--- src/rtl/rca_pipe_arbiter_pkg.sv ---
// Shared defaults and requester identifier type for the pipelined-adder arbiter.
// Imported by the arbiter top and by the adder pipeline.
package rca_pipe_arbiter_pkg;

  localparam int unsigned DefWidth  = 4;
  localparam int unsigned DefStages = 4;
  localparam int unsigned DefMaxOut = 2;

  typedef enum logic {
    Req0 = 1'b0,
    Req1 = 1'b1
  } req_id_e;

endpackage

--- src/rtl/add_pipe.sv ---
// Ripple-carry adder split into STAGES bit slices, one slice resolved per register rank.
// A reset valid/tag lane runs alongside; the operand, sum and carry registers carry no reset.
module add_pipe
  import rca_pipe_arbiter_pkg::*;
#(
  parameter int unsigned WIDTH  = DefWidth,
  parameter int unsigned STAGES = DefStages
) (
  input  logic             clk_i,
  input  logic             rst_ni,
  input  logic             valid_i,
  input  req_id_e          tag_i,
  input  logic [WIDTH-1:0] a_i,
  input  logic [WIDTH-1:0] b_i,
  input  logic             cin_i,
  output logic             valid_o,
  output req_id_e          tag_o,
  output logic [WIDTH-1:0] sum_o,
  output logic             cout_o
);

  localparam int unsigned SliceW = (WIDTH + STAGES - 1) / STAGES;

  // Rank 0 captures the issued operands; rank s+1 holds the sum with slice s resolved.
  logic [STAGES:0]  valid_d, valid_q;
  req_id_e          tag_d   [STAGES+1];
  req_id_e          tag_q   [STAGES+1];
  logic [WIDTH-1:0] a_d     [STAGES];
  logic [WIDTH-1:0] a_q     [STAGES];
  logic [WIDTH-1:0] b_d     [STAGES];
  logic [WIDTH-1:0] b_q     [STAGES];
  logic [WIDTH-1:0] sum_d   [STAGES+1];
  logic [WIDTH-1:0] sum_q   [STAGES+1];
  logic             carry_d [STAGES+1];
  logic             carry_q [STAGES+1];

  // Resolves only the bits belonging to one slice; other sum bits pass through.
  function automatic logic [WIDTH:0] slice_add(input logic [WIDTH-1:0] a,
                                               input logic [WIDTH-1:0] b,
                                               input logic [WIDTH-1:0] sum_in,
                                               input logic             cin,
                                               input int unsigned      stage);
    logic [WIDTH-1:0] s;
    logic             c;
    s = sum_in;
    c = cin;
    for (int unsigned i = 0; i < WIDTH; i++) begin
      if (i / SliceW == stage) begin
        s[i] = a[i] ^ b[i] ^ c;
        c    = (a[i] & b[i]) | (c & (a[i] ^ b[i]));
      end
    end
    return {c, s};
  endfunction

  always_comb begin
    valid_d    = {valid_q[STAGES-1:0], valid_i};
    tag_d[0]   = tag_i;
    a_d[0]     = a_i;
    b_d[0]     = b_i;
    sum_d[0]   = '0;
    carry_d[0] = cin_i;
    for (int unsigned s = 0; s < STAGES; s++) begin
      tag_d[s+1] = tag_q[s];
      {carry_d[s+1], sum_d[s+1]} = slice_add(a_q[s], b_q[s], sum_q[s], carry_q[s], s);
    end
    for (int unsigned s = 1; s < STAGES; s++) begin
      a_d[s] = a_q[s-1];
      b_d[s] = b_q[s-1];
    end
  end

  always_ff @(posedge clk_i or negedge rst_ni) begin
    if (!rst_ni) begin
      valid_q <= '0;
      tag_q   <= '{default: Req0};
    end else begin
      valid_q <= valid_d;
      tag_q   <= tag_d;
    end
  end

  always_ff @(posedge clk_i) begin
    a_q     <= a_d;
    b_q     <= b_d;
    sum_q   <= sum_d;
    carry_q <= carry_d;
  end

  assign valid_o = valid_q[STAGES];
  assign tag_o   = tag_q[STAGES];
  assign sum_o   = sum_q[STAGES];
  assign cout_o  = carry_q[STAGES];

endmodule

--- src/rtl/rca_pipe_arbiter.sv ---
// Two-requester round-robin front end for a shared pipelined adder, with per-requester
// in-flight limits and tagged one-cycle response pulses.
module rca_pipe_arbiter
  import rca_pipe_arbiter_pkg::*;
#(
  parameter int unsigned WIDTH   = DefWidth,
  parameter int unsigned STAGES  = DefStages,
  parameter int unsigned MAX_OUT = DefMaxOut
) (
  input  logic             clock,
  input  logic             rst_n,
  input  logic             req_valid_0,
  input  logic             req_valid_1,
  input  logic [WIDTH-1:0] req_a_0,
  input  logic [WIDTH-1:0] req_b_0,
  input  logic [WIDTH-1:0] req_a_1,
  input  logic [WIDTH-1:0] req_b_1,
  input  logic             req_cin_0,
  input  logic             req_cin_1,
  output logic             req_ready_0,
  output logic             req_ready_1,
  output logic             rsp_valid_0,
  output logic             rsp_valid_1,
  output logic [WIDTH-1:0] rsp_sum,
  output logic             rsp_cout,
  output logic [1:0]       outstanding_0,
  output logic [1:0]       outstanding_1
);

  localparam logic [1:0] MaxCnt = 2'(MAX_OUT);

  logic             elig_0, elig_1;
  logic             grant_0, grant_1;
  logic             issue;
  req_id_e          issue_tag;
  logic [WIDTH-1:0] issue_a, issue_b;
  logic             issue_cin;
  req_id_e          ptr_d, ptr_q;
  logic [1:0]       cnt_0_d, cnt_0_q, cnt_1_d, cnt_1_q;
  logic             pipe_valid;
  req_id_e          pipe_tag;
  logic [WIDTH-1:0] pipe_sum;
  logic             pipe_cout;

  function automatic logic [1:0] next_cnt(input logic [1:0] cnt, input logic inc,
                                          input logic dec);
    logic [1:0] n;
    unique case ({inc, dec})
      2'b10:   n = cnt + 2'd1;
      2'b01:   n = cnt - 2'd1;
      default: n = cnt;
    endcase
    return n;
  endfunction

  // Grants are gated by rst_n so ready reads 0 while reset is held.
  always_comb begin
    elig_0  = req_valid_0 && (cnt_0_q < MaxCnt);
    elig_1  = req_valid_1 && (cnt_1_q < MaxCnt);
    grant_0 = 1'b0;
    grant_1 = 1'b0;
    if (rst_n) begin
      unique case ({elig_1, elig_0})
        2'b01: grant_0 = 1'b1;
        2'b10: grant_1 = 1'b1;
        2'b11: begin
          if (ptr_q == Req0) grant_0 = 1'b1;
          else               grant_1 = 1'b1;
        end
        default: ;
      endcase
    end
  end

  always_comb begin
    issue     = grant_0 | grant_1;
    issue_tag = grant_1 ? Req1 : Req0;
    issue_a   = grant_1 ? req_a_1 : req_a_0;
    issue_b   = grant_1 ? req_b_1 : req_b_0;
    issue_cin = grant_1 ? req_cin_1 : req_cin_0;
    ptr_d     = ptr_q;
    if (issue) ptr_d = grant_0 ? Req1 : Req0;
  end

  always_comb begin
    rsp_valid_0 = pipe_valid && (pipe_tag == Req0);
    rsp_valid_1 = pipe_valid && (pipe_tag == Req1);
    rsp_sum     = pipe_valid ? pipe_sum : '0;
    rsp_cout    = pipe_valid & pipe_cout;
    cnt_0_d     = next_cnt(cnt_0_q, grant_0, rsp_valid_0);
    cnt_1_d     = next_cnt(cnt_1_q, grant_1, rsp_valid_1);
  end

  always_ff @(posedge clock or negedge rst_n) begin
    if (!rst_n) begin
      ptr_q   <= Req0;
      cnt_0_q <= '0;
      cnt_1_q <= '0;
    end else begin
      ptr_q   <= ptr_d;
      cnt_0_q <= cnt_0_d;
      cnt_1_q <= cnt_1_d;
    end
  end

  add_pipe #(
    .WIDTH  (WIDTH),
    .STAGES (STAGES)
  ) u_add_pipe (
    .clk_i   (clock),
    .rst_ni  (rst_n),
    .valid_i (issue),
    .tag_i   (issue_tag),
    .a_i     (issue_a),
    .b_i     (issue_b),
    .cin_i   (issue_cin),
    .valid_o (pipe_valid),
    .tag_o   (pipe_tag),
    .sum_o   (pipe_sum),
    .cout_o  (pipe_cout)
  );

  assign req_ready_0   = grant_0;
  assign req_ready_1   = grant_1;
  assign outstanding_0 = cnt_0_q;
  assign outstanding_1 = cnt_1_q;

endmodule

--- config.mk ---
export PLATFORM = sky130hd
export DESIGN_NAME = rca_pipe_arbiter
export DESIGN_NICKNAME = d
export VERILOG_FILES = /design/src/rtl/rca_pipe_arbiter_pkg.sv /design/src/rtl/add_pipe.sv /design/src/rtl/rca_pipe_arbiter.sv
export SDC_FILE = /design/constraint.sdc
export NUM_CORES = 1
export LEC_CHECK = 0
export CORE_UTILIZATION = 51
export CTS_CLUSTER_DIAMETER = 60
export DETAILED_ROUTE_END_ITERATION = 7
export PLACE_DENSITY = 0.81
export SYNTH_ARGS = -nofsm -noshare
export SYNTH_HDL_FRONTEND = slang
export SYNTH_SLANG_ARGS = --single-unit
export TNS_END_PERCENT = 1
--- constraint.sdc ---
create_clock -name clock -period 2.81 [get_ports clock]
set_input_delay 0.562 -clock clock [delete_from_list [all_inputs] [get_ports clock]]
set_output_delay 0.562 -clock clock [all_outputs]
set_load 0.02 [all_outputs]
==> metrics.md, run 1 <==
| Metric | Value |
|---|---|
| Share of the cycle needed by the critical path after routing | 93.9% |
| Post-synth top area cell | sky130_fd_sc_hd__dfxtp_1 |
| Master cell of the clock root buffer | sky130_fd_sc_hd__clkbuf_4 |
| Count of clock tree sinks | 50 |
| Slowest-stage cell, CP | sky130_fd_sc_hd__clkdlybuf4s50_1 |
| Detail Route Antenna Nets | 0 |
| Post-synthesis share of cell area spent on and, or, nand and nor gates | 6.79% |
| Layout Skew | 7.75 ps |
| Class of the most critical setup path | in2out |
| Final #Nets | 162 |
| Wire length of the first global-routing pass | 3340 µm |
| Layout cells sized above 1 | between 10% and 20% |
| Count of buffer and inverter cells on the critical path | 3 |
| Sw Pwr | just under 0.0005 W |
| RD Place Congestion | 0.719 |
| Fraction of the mapped netlist area in adder cells | 6.87% |
| Post-synthesis cell count | 92 |
| Number of CTS-inserted buffers | 5 |
| Number of detailed-route iterations in the first pass | 5 |
| Number of flops mapped to enable cells by yosys | 0 |
| Count of fill cells added during filler insertion | 200 |
| Post-route DRC | 3 |
| Power density over the cells | 891 nW/µm² |
| Starting density of the core | 54.5% |
| Detailed Place HPWL | 1460 µm |
| Worst hold slack across all endpoints | 344 ps |
| Top-count cell post-synth | sky130_fd_sc_hd__dfxtp_1 |
| Wire length after detailed routing | 1980 µm |
| Capture point of the worst reg-to-reg path | outstanding_1[1] |
| Pleak | 0.861 nW |
| Seq cells post-synth | 50 |
| Crit-path max cell delay | about 600 ps |
| Largest fanout of any net on the critical path | 3 |
| Vias post-DR | around 750 |
| H-tree levels | 2 |
| Maximum achievable frequency | approximately 380 MHz |
| Worst ir drop on vdd | 0.489 mV |
| Worst Reg2Reg Path Length in Cells | 7 |
| Proportion of synthesized area in mux cells | 8.59% |
| Complex-gate fraction of the synthesized area | 1.88% |
| Clock-pin slew of the registers on the worst-case setup and hold paths | 140 ps |
| Number of antenna repair diodes | 0 |
| Aggregate global-route resource usage | 14.9% |
| Most common flop cell mapped by yosys | sky130_fd_sc_hd__dfxtp_1 |
| DIE WIDTH | ~57 µm |
| Chip height | 56.8 µm |
| Crit path time final | approximately 2600 ps |
| Resized Gates After CTS | 0 |
| Worst endpoint required time | between 2000 and 2500 ps |
| Initial antenna violation count | 0 |
| Top cells by instance count after synthesis | sky130_fd_sc_hd__dfxtp_1, sky130_fd_sc_hd__dfrtp_1, sky130_fd_sc_hd__mux2_4 |
| Hold Crit Class | reg2reg |
| Sequential share of power | 56.4% |
| Fraction of the yosys area taken by sequential cells | 70.4% |
| CP Data Arrival Time | 2080 ps |
| Max cap viols | 0 |
| Mapped Nets | 120 |
| Area of the placeable core | around 2800 µm² |
| Combined area of all synthesized cells | 1530 µm² |
| R2r setup slk | 1100 ps |
| Cell with the most instances on the worst path | sky130_fd_sc_hd__clkdlybuf4s50_1 |
| Clock tree from TritonCTS | done |
| Worst hold path startpoint | u_add_pipe.sum_d[1] |
| Floorplan die area | 3220 µm² |
| Gate power share | 24.1% |
| Worst Max-Slew Pin Slew | 218 ps |
| Internal cell power | 0.00127 W |
| Sw Ratio | 27.7% |
| Setup Total Neg Slack | 0 ps |
| Endpoint of the worst hold path | u_add_pipe.sum_o[1] |
| Critical path launch point type | input pin |
| Hold Crit Depth | 0 |
| Share of the core filled with cells | 70.2% |
| Count of standard-cell rows | 19 |
| Number of DRC markers in iteration 0 | 8 |
| Violated checks | DRC |
| Average routed wire per standard cell | 11.9 µm |
| I/O pin total | 35 |
| List of cells traversed by the critical path | clkdlybuf4s50_1 > nor2b_4 > nand3_1 > inv_1 > clkdlybuf4s50_1 |
| Worst-skew pair later-pin latency | 350 ps |
| Count of port buffers added during placement | 34 |
| Worst reg2reg path startpoint | outstanding_1[1] |
| Layout area overhead | 28.8% |
| Main combinational cell family by area after synthesis | multiplexers |
| Maximum number of pins on one net before global-route repair | 17 |
| Count of final setup violators | 0 |
| Outcome | complete, but fails checks |
| Distinct cell type count of the synthesized netlist | 20 |
| Maximum clock path buffer count | 2 |
| Synthesis warning total | 0 |
| Worst max-slew margin expressed relative to the limit | between 80% and 90% |
| Number of hold violations in the final report | 0 |
| Residual overflow from global routing | 0 |
| Number of setup buffers added after CTS | 0 |
| Average instance area after synthesis | 16.6 µm² |
| Unrepaired setup endpoints after global routing | false |
| CTS Hold Buffers Added | 0 |
| Critical path's top delay family | buffers and inverters |
| Fraction of post-synthesis cell area in the top cell type by area | 45.8% |
| Type of destination of the critical path | output pin |
| Clock network fraction of total power | 19.5% |
| Fraction of registers with async set/reset | roughly 30% |
| Fraction of synthesized cell area in xor and xnor cells | roughly 3.4% |
| Via count of the first global-routing pass | 786 |
| Number of slew-limit violations in the final report | 0 |
| Drt via density | 4.54 |
| Most area-consuming cells after synthesis | sky130_fd_sc_hd__dfxtp_1, sky130_fd_sc_hd__dfrtp_1, sky130_fd_sc_hd__mux2_4 |
==> placed cells by master, fill, tap and decap left out <==
cell                               n
sky130_fd_sc_hd__nand3_1           1
sky130_fd_sc_hd__mux2_4            8
sky130_fd_sc_hd__nor2b_4           1
sky130_fd_sc_hd__nand3b_4          1
sky130_fd_sc_hd__fa_1              4
sky130_fd_sc_hd__ha_1              2
sky130_fd_sc_hd__inv_6             1
sky130_fd_sc_hd__o21a_1            1
sky130_fd_sc_hd__dfxtp_1          35
sky130_fd_sc_hd__clkdlybuf4s50_1  34
sky130_fd_sc_hd__mux2_2            1
sky130_fd_sc_hd__dfrtp_1          15
sky130_fd_sc_hd__clkbuf_8          1
sky130_fd_sc_hd__buf_4             2
sky130_fd_sc_hd__a21oi_4           1
sky130_fd_sc_hd__xnor2_1           4
sky130_fd_sc_hd__nor2b_1           2
sky130_fd_sc_hd__inv_1             3
sky130_fd_sc_hd__nand3b_1          1
sky130_fd_sc_hd__inv_4             1
sky130_fd_sc_hd__clkbuf_4          5
sky130_fd_sc_hd__o21ai_0           1
sky130_fd_sc_hd__and2_1            6
sky130_fd_sc_hd__nor2_1            2
sky130_fd_sc_hd__xor2_1            2
==> power by group through the flow <==
| stage | Combinational (W) | Sequential, W | Clock [W] |
|---|---|---|---|
| floorplan | 0.000224 | 0.00103 | 0 |
| global placement | 0.000412 | 0.000999 | 0 |
| detailed placement | 0.000428 | 0.00101 | 0 |
| CTS | 0.000430 | 0.000995 | 0.000353 |
| global route | 0.000454 | 0.00101 | 0.000380 |
| finish | 0.000422 | 0.000990 | 0.000342 |
==> routing by layer <==
layer  vias to the layer above  track usage, %  share of wire, %
li1                        373               -                 -
met1                       349            15.8                40
met2                        27            24.3                51
met3                         5            5.53               5.4
met4                         0            10.5               3.0
met5                         -               0                 0
==> worst max path at each step <==
stage / startpoint / end / depth (start not counted)
3_5_place_dp: req_valid_0 / req_ready_0 / 5
4_1_cts: req_valid_0 / req_ready_0 / 5
6_report: req_valid_0 / req_ready_0 / 5
5_1_grt: req_valid_0 / req_ready_0 / 5
2_1_floorplan: req_valid_0 / outstanding_1[1] / 7
3_3_place_gp: req_valid_0 / req_ready_0 / 5
==> cells by family after synthesis <==
group | Yosys count
fa+ha+maj | 6
flops | 50
compound gates | 3
xor+xnor | 6
mux | 9
buf+inv | 4
simple gates | 14
==> sequential cells by signal (all words and copies together), names as in the netlist, 2 cells and up <==
| signal | flops |
|---|---|
| u_add_pipe.sum_o | 4 |
| outstanding_0 | 2 |
| u_add_pipe.valid_q | 5 |
| u_add_pipe.b_d | 9 |
| outstanding_1 | 2 |
| u_add_pipe.a_d | 9 |
| u_add_pipe.tag_d | 4 |
| u_add_pipe.sum_d | 6 |
| u_add_pipe.carry_q | 4 |
==> stage by stage <==
stage               worst slack (ps)  cells  power (W)  instance area [µm²]
global route                     126    166    0.00185                 1970
global placement                 263    158    0.00141                 1900
detailed placement               166    158    0.00144                 1900
finish                           172    166    0.00175                 1970
CTS                              168    166    0.00178                 1970
floorplan                       1100     92    0.00125                 1530
==> layout make-up <==
type                       count  area (µm²)  area share, %
clock buffer                   6        51.3           2.60
sequential                    50        1080           54.6
inverter                       3        11.3          0.572
timing repair buffer          36         355           18.0
tap                           31        38.8           1.97
multi-input combinational     38         422           21.4
clock inverter                 2        15.0          0.762
(Power assumes the default switching activity.)
==> run 2, diff against run 1 <==
SYNTH_HIERARCHICAL = 1   (was not set)
==> run 2 against run 1 <==
Net effect:
- the flow now finishes without violations
- clock skew grew 5.0 ps
- combinational power grew 2%
- synthesized cell count shrank 1.1%
- power shrank 0.80%
- worst hold slack lost 4.1 ps
- critical path type unchanged
==> metrics.md, run 2 <==
| Metric | Value |
|---|---|
| Aggregate global-route resource usage | 15.1% (was 14.9%) |
| Post-synthesis share of cell area spent on and, or, nand and nor gates | 7.58% (was 6.79%) |
| Hold Crit Class | reg2reg (unchanged) |
| Power density over the cells | 897 nW/µm² (was 891 nW/µm²) |
| Drt via density | 4.66 (was 4.54) |
| Post-synth top area cell | sky130_fd_sc_hd__dfxtp_1 (unchanged) |
| CP Data Arrival Time | 2080 ps (about the same) |
| Capture point of the worst reg-to-reg path | outstanding_1[1] (unchanged) |
| Highest Signal Layer | met4 (unchanged) |
| Fraction of post-synthesis cell area in the top cell type by area | 46.6% (was 45.8%) |
| Layout Skew | 12.7 ps (was 7.75 ps) |
| Seq cells post-synth | 50 (unchanged) |
| Setup Total Neg Slack | 0 ps (unchanged) |
| Wire length of the first global-routing pass | 3380 µm (was 3340 µm) |
| Number of detailed-route iterations in the first pass | 4 (was 5) |
| Most area-consuming cells after synthesis | sky130_fd_sc_hd__dfxtp_1, sky130_fd_sc_hd__dfrtp_1, sky130_fd_sc_hd__mux2_4 (unchanged) |
| Commonest cells after routing, fill and taps aside | sky130_fd_sc_hd__dfxtp_1, sky130_fd_sc_hd__clkdlybuf4s50_1, sky130_fd_sc_hd__dfrtp_1 (unchanged) |
| Post-synthesis cell count | 91 (was 92) |
| Worst-skew pair later-pin latency | 350 ps (about the same) |
| Worst endpoint required time | 2250 ps (about the same) |
| Worst reg2reg path startpoint | outstanding_1[1] (unchanged) |
| Sequential share of power | 57.7% (was 56.4%) |
| Average instance area after synthesis | 16.5 µm² (was 16.6 µm²) |
| Fraction of the mapped netlist area in adder cells | 6.99% (was 6.87%) |
| Via count of the first global-routing pass | 774 (was 786) |
| Total met3 wirelength after detailed routing | 118 µm (was 107 µm) |
| Wire length on met1 | 769 µm (was 797 µm) |
| Clock-pin slew of the registers on the worst-case setup and hold paths | 110 ps (was 140 ps) |
| Pleak | 0.847 nW (was 0.861 nW) |
| Top cells by instance count after synthesis | sky130_fd_sc_hd__dfxtp_1, sky130_fd_sc_hd__dfrtp_1, sky130_fd_sc_hd__mux2_4 (unchanged) |
| Share of the cycle needed by the critical path after routing | 94.1% (was 93.9%) |
| Maximum clock path buffer count | 2 (unchanged) |
| Maximum achievable frequency | 378 MHz (was 379 MHz) |
| Count of final setup violators | 0 (unchanged) |
| Number of slew-limit violations in the final report | 0 (unchanged) |
| Crit path time final | 2640 ps (about the same) |
| R2r setup slk | 1070 ps (was 1100 ps) |
| Worst ir drop on vdd | 0.679 mV (was 0.489 mV) |
| Clock tree from TritonCTS | done (unchanged) |
| Count of standard-cell rows | 19 (unchanged) |
| Sequential cell area | 1080 µm² (unchanged) |
| Detail Route Antenna Nets | 0 (unchanged) |
| Number of hold violations in the final report | 0 (unchanged) |
| Starting density of the core | 54.0% (was 54.5%) |
| Fraction of the yosys area taken by sequential cells | 71.6% (was 70.4%) |
| Detailed Place HPWL | 1530 µm (was 1460 µm) |
| Clock network fraction of total power | 17.6% (was 19.5%) |
| Worst max-slew margin expressed relative to the limit | 82.8% (was 85.4%) |
| Critical path launch point type | input pin (unchanged) |
| Number of antenna repair diodes | 0 (unchanged) |
| Count of port buffers added during placement | 34 (unchanged) |
| Worst Slack Setup Final | 165 ps (was 172 ps) |
| Detailed-routed wire length on met2 | 1020 µm (about the same) |
| Main combinational cell family by area after synthesis | multiplexers (unchanged) |
| Count of clock tree sinks | 50 (unchanged) |
| Maximum number of pins on one net before global-route repair | 15 (was 17) |
| Final #Nets | 161 (was 162) |
| Synthesis warning total | 6 (was 0) |
| I/O pin total | 35 (unchanged) |
| Distinct cell type count of the synthesized netlist | 20 (unchanged) |
| Master cell of the clock root buffer | sky130_fd_sc_hd__clkbuf_4 (unchanged) |
| Sw Pwr | 0.000465 W (was 0.000486 W) |
| Sw Ratio | 26.7% (was 27.7%) |
| Class of the most critical setup path | in2out (unchanged) |
| Top-count cell post-synth | sky130_fd_sc_hd__dfxtp_1 (unchanged) |
| Vias post-DR | 764 (was 754) |
| Worst hold slack across all endpoints | 340 ps (was 344 ps) |
| Unrepaired setup endpoints after global routing | false (unchanged) |
| Internal cell power | 0.00127 W (about the same) |
| Post-route DRC | 0 (was 3) |
| Type of destination of the critical path | output pin (unchanged) |
| Mapped Nets | 119 (was 120) |
| Proportion of synthesized area in mux cells | 8.74% (was 8.59%) |
| Max cap viols | 0 (unchanged) |
| Worst hold path startpoint | u_add_pipe/sum_d[5] (was u_add_pipe.sum_d[1]) |
| Most common flop cell mapped by yosys | sky130_fd_sc_hd__dfxtp_1 (unchanged) |
| Complex-gate fraction of the synthesized area | 0.333% (was 1.88%) |
| Outcome | completed (was complete, but fails checks) |
| RD Place Congestion | 0.790 (was 0.719) |
| Fraction of synthesized cell area in xor and xnor cells | 3.50% (was 3.44%) |
| Worst Max-Slew Pin Slew | 258 ps (was 218 ps) |
| CTS Hold Buffers Added | 0 (unchanged) |
| Hold Crit Depth | 0 (unchanged) |
| DIE WIDTH | 56.3 µm (was 56.8 µm) |
| Wire length after detailed routing | 1950 µm (was 1980 µm) |
| Number of CTS-inserted buffers | 5 (unchanged) |
| H-tree levels | 2 (unchanged) |
| Layout cells sized above 1 | 15.0% (was 16.3%) |
| Worst Reg2Reg Path Length in Cells | 7 (unchanged) |
| CP startpoint | rst_n (was req_valid_0) |
| Fraction of registers with async set/reset | 30.0% (unchanged) |
| Area of the placeable core | 2780 µm² (was 2810 µm²) |
| Average routed wire per standard cell | 11.9 µm (about the same) |
| Resized Gates After CTS | 0 (unchanged) |
| Number of flops mapped to enable cells by yosys | 0 (unchanged) |
| Largest fanout of any net on the critical path | 5 (was 3) |
| Initial antenna violation count | 0 (unchanged) |
| Number of DRC markers in iteration 0 | 12 (was 8) |
| Gate power share | 24.7% (was 24.1%) |
| Residual overflow from global routing | 0 (unchanged) |
| Chip height | 56.3 µm (was 56.8 µm) |
| Number of setup buffers added after CTS | 0 (unchanged) |
| Count of fill cells added during filler insertion | 198 (was 200) |
| CP Capture Point | req_ready_1 (was req_ready_0) |
| Layout area overhead | 29.1% (was 28.8%) |
| Most common cell after layout, fill and taps aside | sky130_fd_sc_hd__dfxtp_1 (unchanged) |
| Place WS | 148 ps (was 166 ps) |
| Floorplan die area | 3170 µm² (was 3220 µm²) |
| Combined area of all synthesized cells | 1500 µm² (was 1530 µm²) |
| Multi-input gate area in the final layout | 408 µm² (was 422 µm²) |
-- run 2: cells by family after synthesis --
group                      count (synthesis)
AOI/OAI and AO/OA                          1
and+or+nand+nor                           16
muxes                                      9
buffers and inverters                      3
xor gates and xnor gates                   6
DFF                                       50
adders and majority gates                  6
-- run 2: power by group through the flow --
stage / clock [W] / combinational (W) / sequential, W
6_report: 0.000305 / 0.000430 / 0.00100
5_1_grt: 0.000349 / 0.000468 / 0.00103
4_1_cts: 0.000321 / 0.000439 / 0.00101
3_5_place_dp: 0 / 0.000439 / 0.00102
3_3_place_gp: 0 / 0.000420 / 0.00101
2_1_floorplan: 0 / 0.000219 / 0.00103
-- run 2: cell type report --
| cell class | count | share of cell area, % |
|---|---|---|
| flip-flops and latches | 50 | 55.4 |
| multi-input cells | 38 | 21.0 |
| repair buffers | 36 | 18.3 |
| clock buffers | 7 | 2.84 |
| well taps | 31 | 2.00 |
| inverters | 2 | 0.387 |
-- run 2: worst min-delay path by stage --
stage                                endpoint  slack (ps)
after floorplan              outstanding_0[0]         270
after global placement    u_add_pipe/sum_o[2]         310
after detailed placement    u_add_pipe/a_d[5]         310
after CTS                   u_add_pipe/a_d[5]         340
after global routing        u_add_pipe/a_d[5]         350
final                     u_add_pipe/sum_d[1]         340
-- run 2: per-layer routing --
layer / global-route usage (%) / up-vias
met5: 0 / -
li1: - / 373
met4: 8.36 / 0
met1: 16.6 / 361
met3: 6.91 / 4
met2: 24.1 / 26
-- run 2: per-stage QoR --
stage	utilization, %	instance area [µm²]	std cells	total power, W
floorplan	-	1500	91	0.00125
CTS	69.8	1940	164	0.00177
global placement	67.8	1890	157	0.00143
global route	69.8	1940	164	0.00185
detailed placement	67.8	1890	157	0.00146
finish	69.8	1940	164	0.00174
-- run 2: critical path: stages --
cell and delay [ps]:
sky130_fd_sc_hd__clkdlybuf4s50_1 610, sky130_fd_sc_hd__nand3b_4 110, sky130_fd_sc_hd__nor2_2 170, sky130_fd_sc_hd__clkdlybuf4s50_1 630
